### src/rtl/branch_predict_unit.sv
// RV32 B-type branch resolution with a PC-indexed table of 2-bit saturating counters.
// Optional macro BRANCH_PREDICT_STATS_EN adds branch/mispredict statistics counters.
module branch_predict_unit #(
  parameter int unsigned XLEN      = 32,
  parameter int unsigned IDX_W     = 6,
  parameter logic [1:0]  RESET_CTR = 2'b01
) (
  input  logic            clk,
  input  logic            reset,
  input  logic [XLEN-1:0] pred_pc,
  output logic            pred_taken,
  input  logic            ex_valid,
  input  logic            ex_is_b_type,
  input  logic [XLEN-1:0] ex_pc,
  input  logic [2:0]      ex_funct3,
  input  logic [XLEN-1:0] ex_opr_a,
  input  logic [XLEN-1:0] ex_opr_b,
  input  logic            ex_pred_taken,
  output logic            res_valid,
  output logic            res_taken,
  output logic            res_mispredict,
  output logic            res_illegal
`ifdef BRANCH_PREDICT_STATS_EN
  ,
  input  logic            stat_clr,
  output logic [31:0]     stat_branches,
  output logic [31:0]     stat_mispredicts
`endif
);

  localparam int unsigned DEPTH  = 2 ** IDX_W;
  localparam int unsigned CTR_W  = 2;
  localparam int unsigned STAT_W = 32;

  logic [CTR_W-1:0] ctr_q [DEPTH];
  logic [IDX_W-1:0] pred_idx;
  logic [IDX_W-1:0] ex_idx;
  logic [CTR_W-1:0] ctr_cur;
  logic [CTR_W-1:0] ctr_nxt;
  logic             eq;
  logic             lt_s;
  logic             lt_u;
  logic             cond;
  logic             illegal;
  logic             upd;
  logic             mispredict_d;
  logic             unused_pc_bits;

  // Word-aligned PCs; bits above the index alias onto the same entry.
  assign pred_idx = pred_pc[IDX_W+1:2];
  assign ex_idx   = ex_pc[IDX_W+1:2];
  assign unused_pc_bits = ^{pred_pc[XLEN-1:IDX_W+2], pred_pc[1:0],
                            ex_pc[XLEN-1:IDX_W+2], ex_pc[1:0]};

  // Fetch sees the stored counter; no bypass from a same-cycle update.
  assign pred_taken = ctr_q[pred_idx][CTR_W-1];

  assign eq   = (ex_opr_a == ex_opr_b);
  assign lt_s = ($signed(ex_opr_a) < $signed(ex_opr_b));
  assign lt_u = (ex_opr_a < ex_opr_b);

  // Branch condition decode.
  always_comb begin
    cond    = 1'b0;
    illegal = 1'b0;
    case (ex_funct3)
      3'b000:         cond = eq;
      3'b001:         cond = ~eq;
      3'b100:         cond = lt_s;
      3'b101:         cond = ~lt_s;
      3'b110:         cond = lt_u;
      3'b111:         cond = ~lt_u;
      3'b010, 3'b011: illegal = 1'b1;
      default:        cond = 1'b0;
    endcase
  end

  assign upd          = ex_valid & ex_is_b_type;
  assign mispredict_d = upd & ~illegal & (cond != ex_pred_taken);

  // Saturating counter step for the execute-stage entry.
  always_comb begin
    ctr_cur = ctr_q[ex_idx];
    ctr_nxt = ctr_cur;
    if (cond) begin
      if (ctr_cur != 2'b11) ctr_nxt = ctr_cur + CTR_W'(1);
    end else begin
      if (ctr_cur != 2'b00) ctr_nxt = ctr_cur - CTR_W'(1);
    end
  end

  always_ff @(posedge clk or posedge reset) begin
    if (reset) begin
      for (int i = 0; i < DEPTH; i++) ctr_q[i] <= RESET_CTR;
    end else if (upd && !illegal) begin
      ctr_q[ex_idx] <= ctr_nxt;
    end
  end

  // Resolution results live for exactly one cycle.
  always_ff @(posedge clk or posedge reset) begin
    if (reset) begin
      res_valid      <= 1'b0;
      res_taken      <= 1'b0;
      res_mispredict <= 1'b0;
      res_illegal    <= 1'b0;
    end else begin
      res_valid      <= upd;
      res_taken      <= upd & cond;
      res_mispredict <= mispredict_d;
      res_illegal    <= upd & illegal;
    end
  end

`ifdef BRANCH_PREDICT_STATS_EN
  // Clear wins over increment; both counters wrap.
  always_ff @(posedge clk or posedge reset) begin
    if (reset) begin
      stat_branches    <= '0;
      stat_mispredicts <= '0;
    end else if (stat_clr) begin
      stat_branches    <= '0;
      stat_mispredicts <= '0;
    end else begin
      if (upd)          stat_branches    <= stat_branches + STAT_W'(1);
      if (mispredict_d) stat_mispredicts <= stat_mispredicts + STAT_W'(1);
    end
  end
`endif

endmodule
### config.mk
export PLATFORM = sky130hd
export DESIGN_NAME = branch_predict_unit
export DESIGN_NICKNAME = d
export VERILOG_FILES = /design/src/rtl/branch_predict_unit.sv
export SDC_FILE = /design/constraint.sdc
export NUM_CORES = 1
export LEC_CHECK = 0
export CAP_MARGIN = 10
export CORE_MARGIN = 3
export CORE_UTILIZATION = 40
export CTS_BUF_LIST = sky130_fd_sc_hd__clkbuf_16
export CTS_CLUSTER_DIAMETER = 40
export DETAILED_ROUTE_END_ITERATION = 16
export PLACE_DENSITY = 0.68
export SLEW_MARGIN = 20
export SYNTH_ARGS = -nofsm -noshare
export SYNTH_HDL_FRONTEND = slang
export SYNTH_SLANG_ARGS = --single-unit
### constraint.sdc
create_clock -name clk -period 4.5 [get_ports clk]
set_clock_uncertainty 0.2 [all_clocks]
set_input_delay 0.675 -clock clk [delete_from_list [all_inputs] [get_ports clk]]
set_output_delay 0.675 -clock clk [all_outputs]
set_load 0.05 [all_outputs]
==> results.sh <==
export IMPL_status="complete, no violations"
export IMPL_grt_pass1_wl_um=34000
export IMPL_critPathRequiredTime_ns=3.62
export IMPL_cp_slowest_stage_delay_ns=0.57
export IMPL_slowest_stage="mux4_2"
export IMPL_port_buffers=88
export IMPL_seq_power_share=0.431
export IMPL_peakVddDrop_uv=257
export IMPL_place_congestion=0.880
export IMPL_antenna_found_initial=1
export IMPL_dieArea_um2=20700
export IMPL_syn_area_um2=7620
export IMPL_crit_start="pred_pc[2]"
export IMPL_yosysTopAreaCellShare=0.223
export IMPL_grt_use_total=0.214
export IMPL_fin_crit_ns=4.03
export IMPL_syn_nets=951
export IMPL_antenna_cells=0
export IMPL_rrSetupSlack_ns=1.80
export IMPL_p_per_area_nw_per_um2=316
export IMPL_setup_viol=0
export IMPL_p_leak_nw=3.82
export IMPL_yosys_warnings=0
export IMPL_period_share=0.897
export IMPL_path_clk_slew_ns=0.05
export IMPL_critPathLaunchType="input pin"
export IMPL_route_detailed_drc=0
export IMPL_timing_critical_path_mode_cell="mux4_2"
export IMPL_syn2layout_area_growth_pct=23.4
export IMPL_drtAntennaViolNets=0
export IMPL_start_util=0.416
export IMPL_cts_root_buf="clkbuf_16"
export IMPL_arrival_ns=3.16
export IMPL_post_route_cells_drive_above_1_share=0.204
export IMPL_drv_cap=0
export IMPL_syn_inst=783
export IMPL_clkSinkCount=132
export IMPL_num_fill_cells=1638
export IMPL_crit_fanout=16
export IMPL_worstReg2RegEnd="ctr_q[82]"
export IMPL_clockPowerShare=0.432
export IMPL_cts_max_path_buffers=2
export IMPL_ys_seq_area_frac=0.444
export IMPL_drv_slew=0
export IMPL_swShare=0.250
export IMPL_slew_headroom=0.480
export IMPL_rsz0062_at_grt="no"
export IMPL_synth_area_leaders="dfrtp_1, dfstp_2, mux4_2"
export IMPL_crit_end="pred_taken"
export IMPL_worstSkewPairLatency_ns=0.43
export IMPL_grt_max_degree=61
export IMPL_routed_via_density=5.58
export IMPL_cts_tree="built"
export IMPL_dp_hpwl_um=15200
export IMPL_cts_resized=0
export IMPL_final_hold_violation_count=0
export IMPL_numCtsBuffers=17
export IMPL_die_w_um=144
export IMPL_synth_edff_count=0
export IMPL_path_class="input pin to output pin"
export IMPL_tightest_slew_ns=0.780
export IMPL_cts_setup_buffers=0
export IMPL_setup_tns_final_ns=0
export IMPL_die_height_um=144
export IMPL_async_reset_ff_frac=1.00
export IMPL_postSynthAreaPerCell_um2=9.73
export IMPL_switchingPower_mw=0.744
export IMPL_placed_cells=1096
export IMPL_r2r_start="ctr_q[66]"
export IMPL_drt_total_wl_um=21000
export IMPL_yosysTopAreaCell="dfrtp_1"
export IMPL_drt_iter0_drc=441
export IMPL_ys_ff_latch=132
export IMPL_fmax_mhz=248
export IMPL_reg2reg_depth=9
export IMPL_first_pass_iters=4
export IMPL_cts_max_level=4
export IMPL_nets=1054
export IMPL_routed_via_count=6298
export IMPL_layout_cells_non_filler=1128
export IMPL_wl_per_cell_um=18.6
export IMPL_ys_types=50
export IMPL_crit_chain="clkdlybuf4s50_1 > buf_12 > mux4_2 > mux4_2 > mux4_2 > buf_4"
export IMPL_rows=49
export IMPL_p_int_mw=2.23
export IMPL_core_um2=18300
export IMPL_pin_count=141
export IMPL_grt_overflow=0
export IMPL_hold_class="flip-flop to flip-flop"
export IMPL_grt_pass1_vias=6180
export IMPL_synthFlopType="dfrtp_1"
export IMPL_combPwrFrac=0.137
export IMPL_endpoint_kind="output pin"
export IMPL_ctsHoldBuffers=0
worst min-delay path by stage:
stage	start	end	slack (ns)	depth (start not counted)
final	ctr_q[80]	ctr_q[80]	0.26	2
after global routing	ctr_q[94]	ctr_q[94]	0.27	2
after CTS	ctr_q[80]	ctr_q[80]	0.26	2
after detailed placement	ctr_q[80]	ctr_q[80]	0.25	2
after global placement	ctr_q[90]	ctr_q[90]	0.25	2
after floorplan	ctr_q[66]	ctr_q[66]	0.24	2
layer usage:
metal	GRT usage	vias to the layer above	share of wire	routed length, µm
met5	0	-	0.00048	10
met4	0.0704	2	0.024	503
met3	0.0489	42	0.059	1240
met2	0.342	180	0.49	10300
met1	0.289	3054	0.43	8950
li1	-	3020	-	-
critical path: cells and delay by family:
family	cells	cell delay (ns)
buffers and inverters	3	0.90
multiplexers	3	1.57
cells by family after synthesis:
group                    Yosys count  share of synthesized area
AO/OA/AOI/OAI                    199                      0.150
XOR/XNOR                           2                    0.00230
adder cells (fa/ha/maj)           34                     0.0561
buffers and inverters             70                     0.0476
flip-flops                       132                      0.444
multiplexers                      62                      0.141
AND/OR/NAND/NOR                  284                      0.160
state kept, by name (all words and copies together), names as in the netlist:
register / count
ctr_q: 128
res_mispredict: 1
res_illegal: 1
res_valid: 1
res_taken: 1
cells in the final DEF (no fill, tap or decap), drive strengths merged, types with 2 or more instances in the layout:
cell,count
nand2,210
o21ai,140
clkdlybuf4s50,85
dfrtp,68
dfstp,64
inv,44
mux4,35
buf,33
ha,32
nor2,22
clkbuf,17
a21oi,16
mux2i,16
a22oi,13
mux2,11
o22ai,9
nand4,8
nand2b,7
nand3,7
and3,7
a221oi,5
clkinv,5
nor3,4
nor2b,4
nor3b,4
o211ai,3
and4,3
a22o,3
a221o,2
a21o,2
and2,2
and3b,2
a31oi,2
maj3,2
bufinv,2
nor4,2
synthesized netlist by cell type, types with 9 or more instances:
cell	n
nor2_1	22
a21oi_1	16
inv_1	35
mux2_2	11
dfstp_2	64
o21ai_0	20
mux4_2	35
nand2_1	210
a22oi_1	13
mux2i_1	16
ha_1	32
buf_2	14
o22ai_1	9
dfrtp_1	68
o21ai_1	111
o21ai_2	9
power by group through the flow:
| stage | clock [mW] | combinational [mW] | sequential (mW) |
|---|---|---|---|
| 2_1_floorplan | 0 | 0.236 | 1.30 |
| 3_3_place_gp | 0 | 0.404 | 1.30 |
| 3_5_place_dp | 0 | 0.410 | 1.30 |
| 4_1_cts | 1.30 | 0.411 | 1.28 |
| 5_1_grt | 1.37 | 0.451 | 1.29 |
| 6_report | 1.29 | 0.408 | 1.28 |
cell type report:
cell class,instances,area (µm²),share of cell area
Clock inverter,15,114,0.0121
Multi-Input combinational cell,581,3870,0.412
Inverter,36,138,0.0146
Timing Repair Buffer,118,1180,0.126
Sequential cell,132,3380,0.360
Tap cell,229,287,0.0305
Clock buffer,17,425,0.0452
per-stage QoR:
stage / instance area (µm²) / hold slack (ns) / total power [mW] / util / setup WS (ns)
2_1_floorplan: 7620 / 0.241 / 1.53 / - / 0.205
3_3_place_gp: 8860 / 0.249 / 1.70 / 0.484 / 0.359
3_5_place_dp: 8860 / 0.254 / 1.71 / 0.484 / 0.337
4_1_cts: 9400 / 0.262 / 3.00 / 0.513 / 0.469
5_1_grt: 9400 / 0.274 / 3.11 / 0.513 / 0.447
6_report: 9400 / 0.259 / 2.98 / 0.513 / 0.466
No activity file was read; power rests on OpenSTA's default activity.
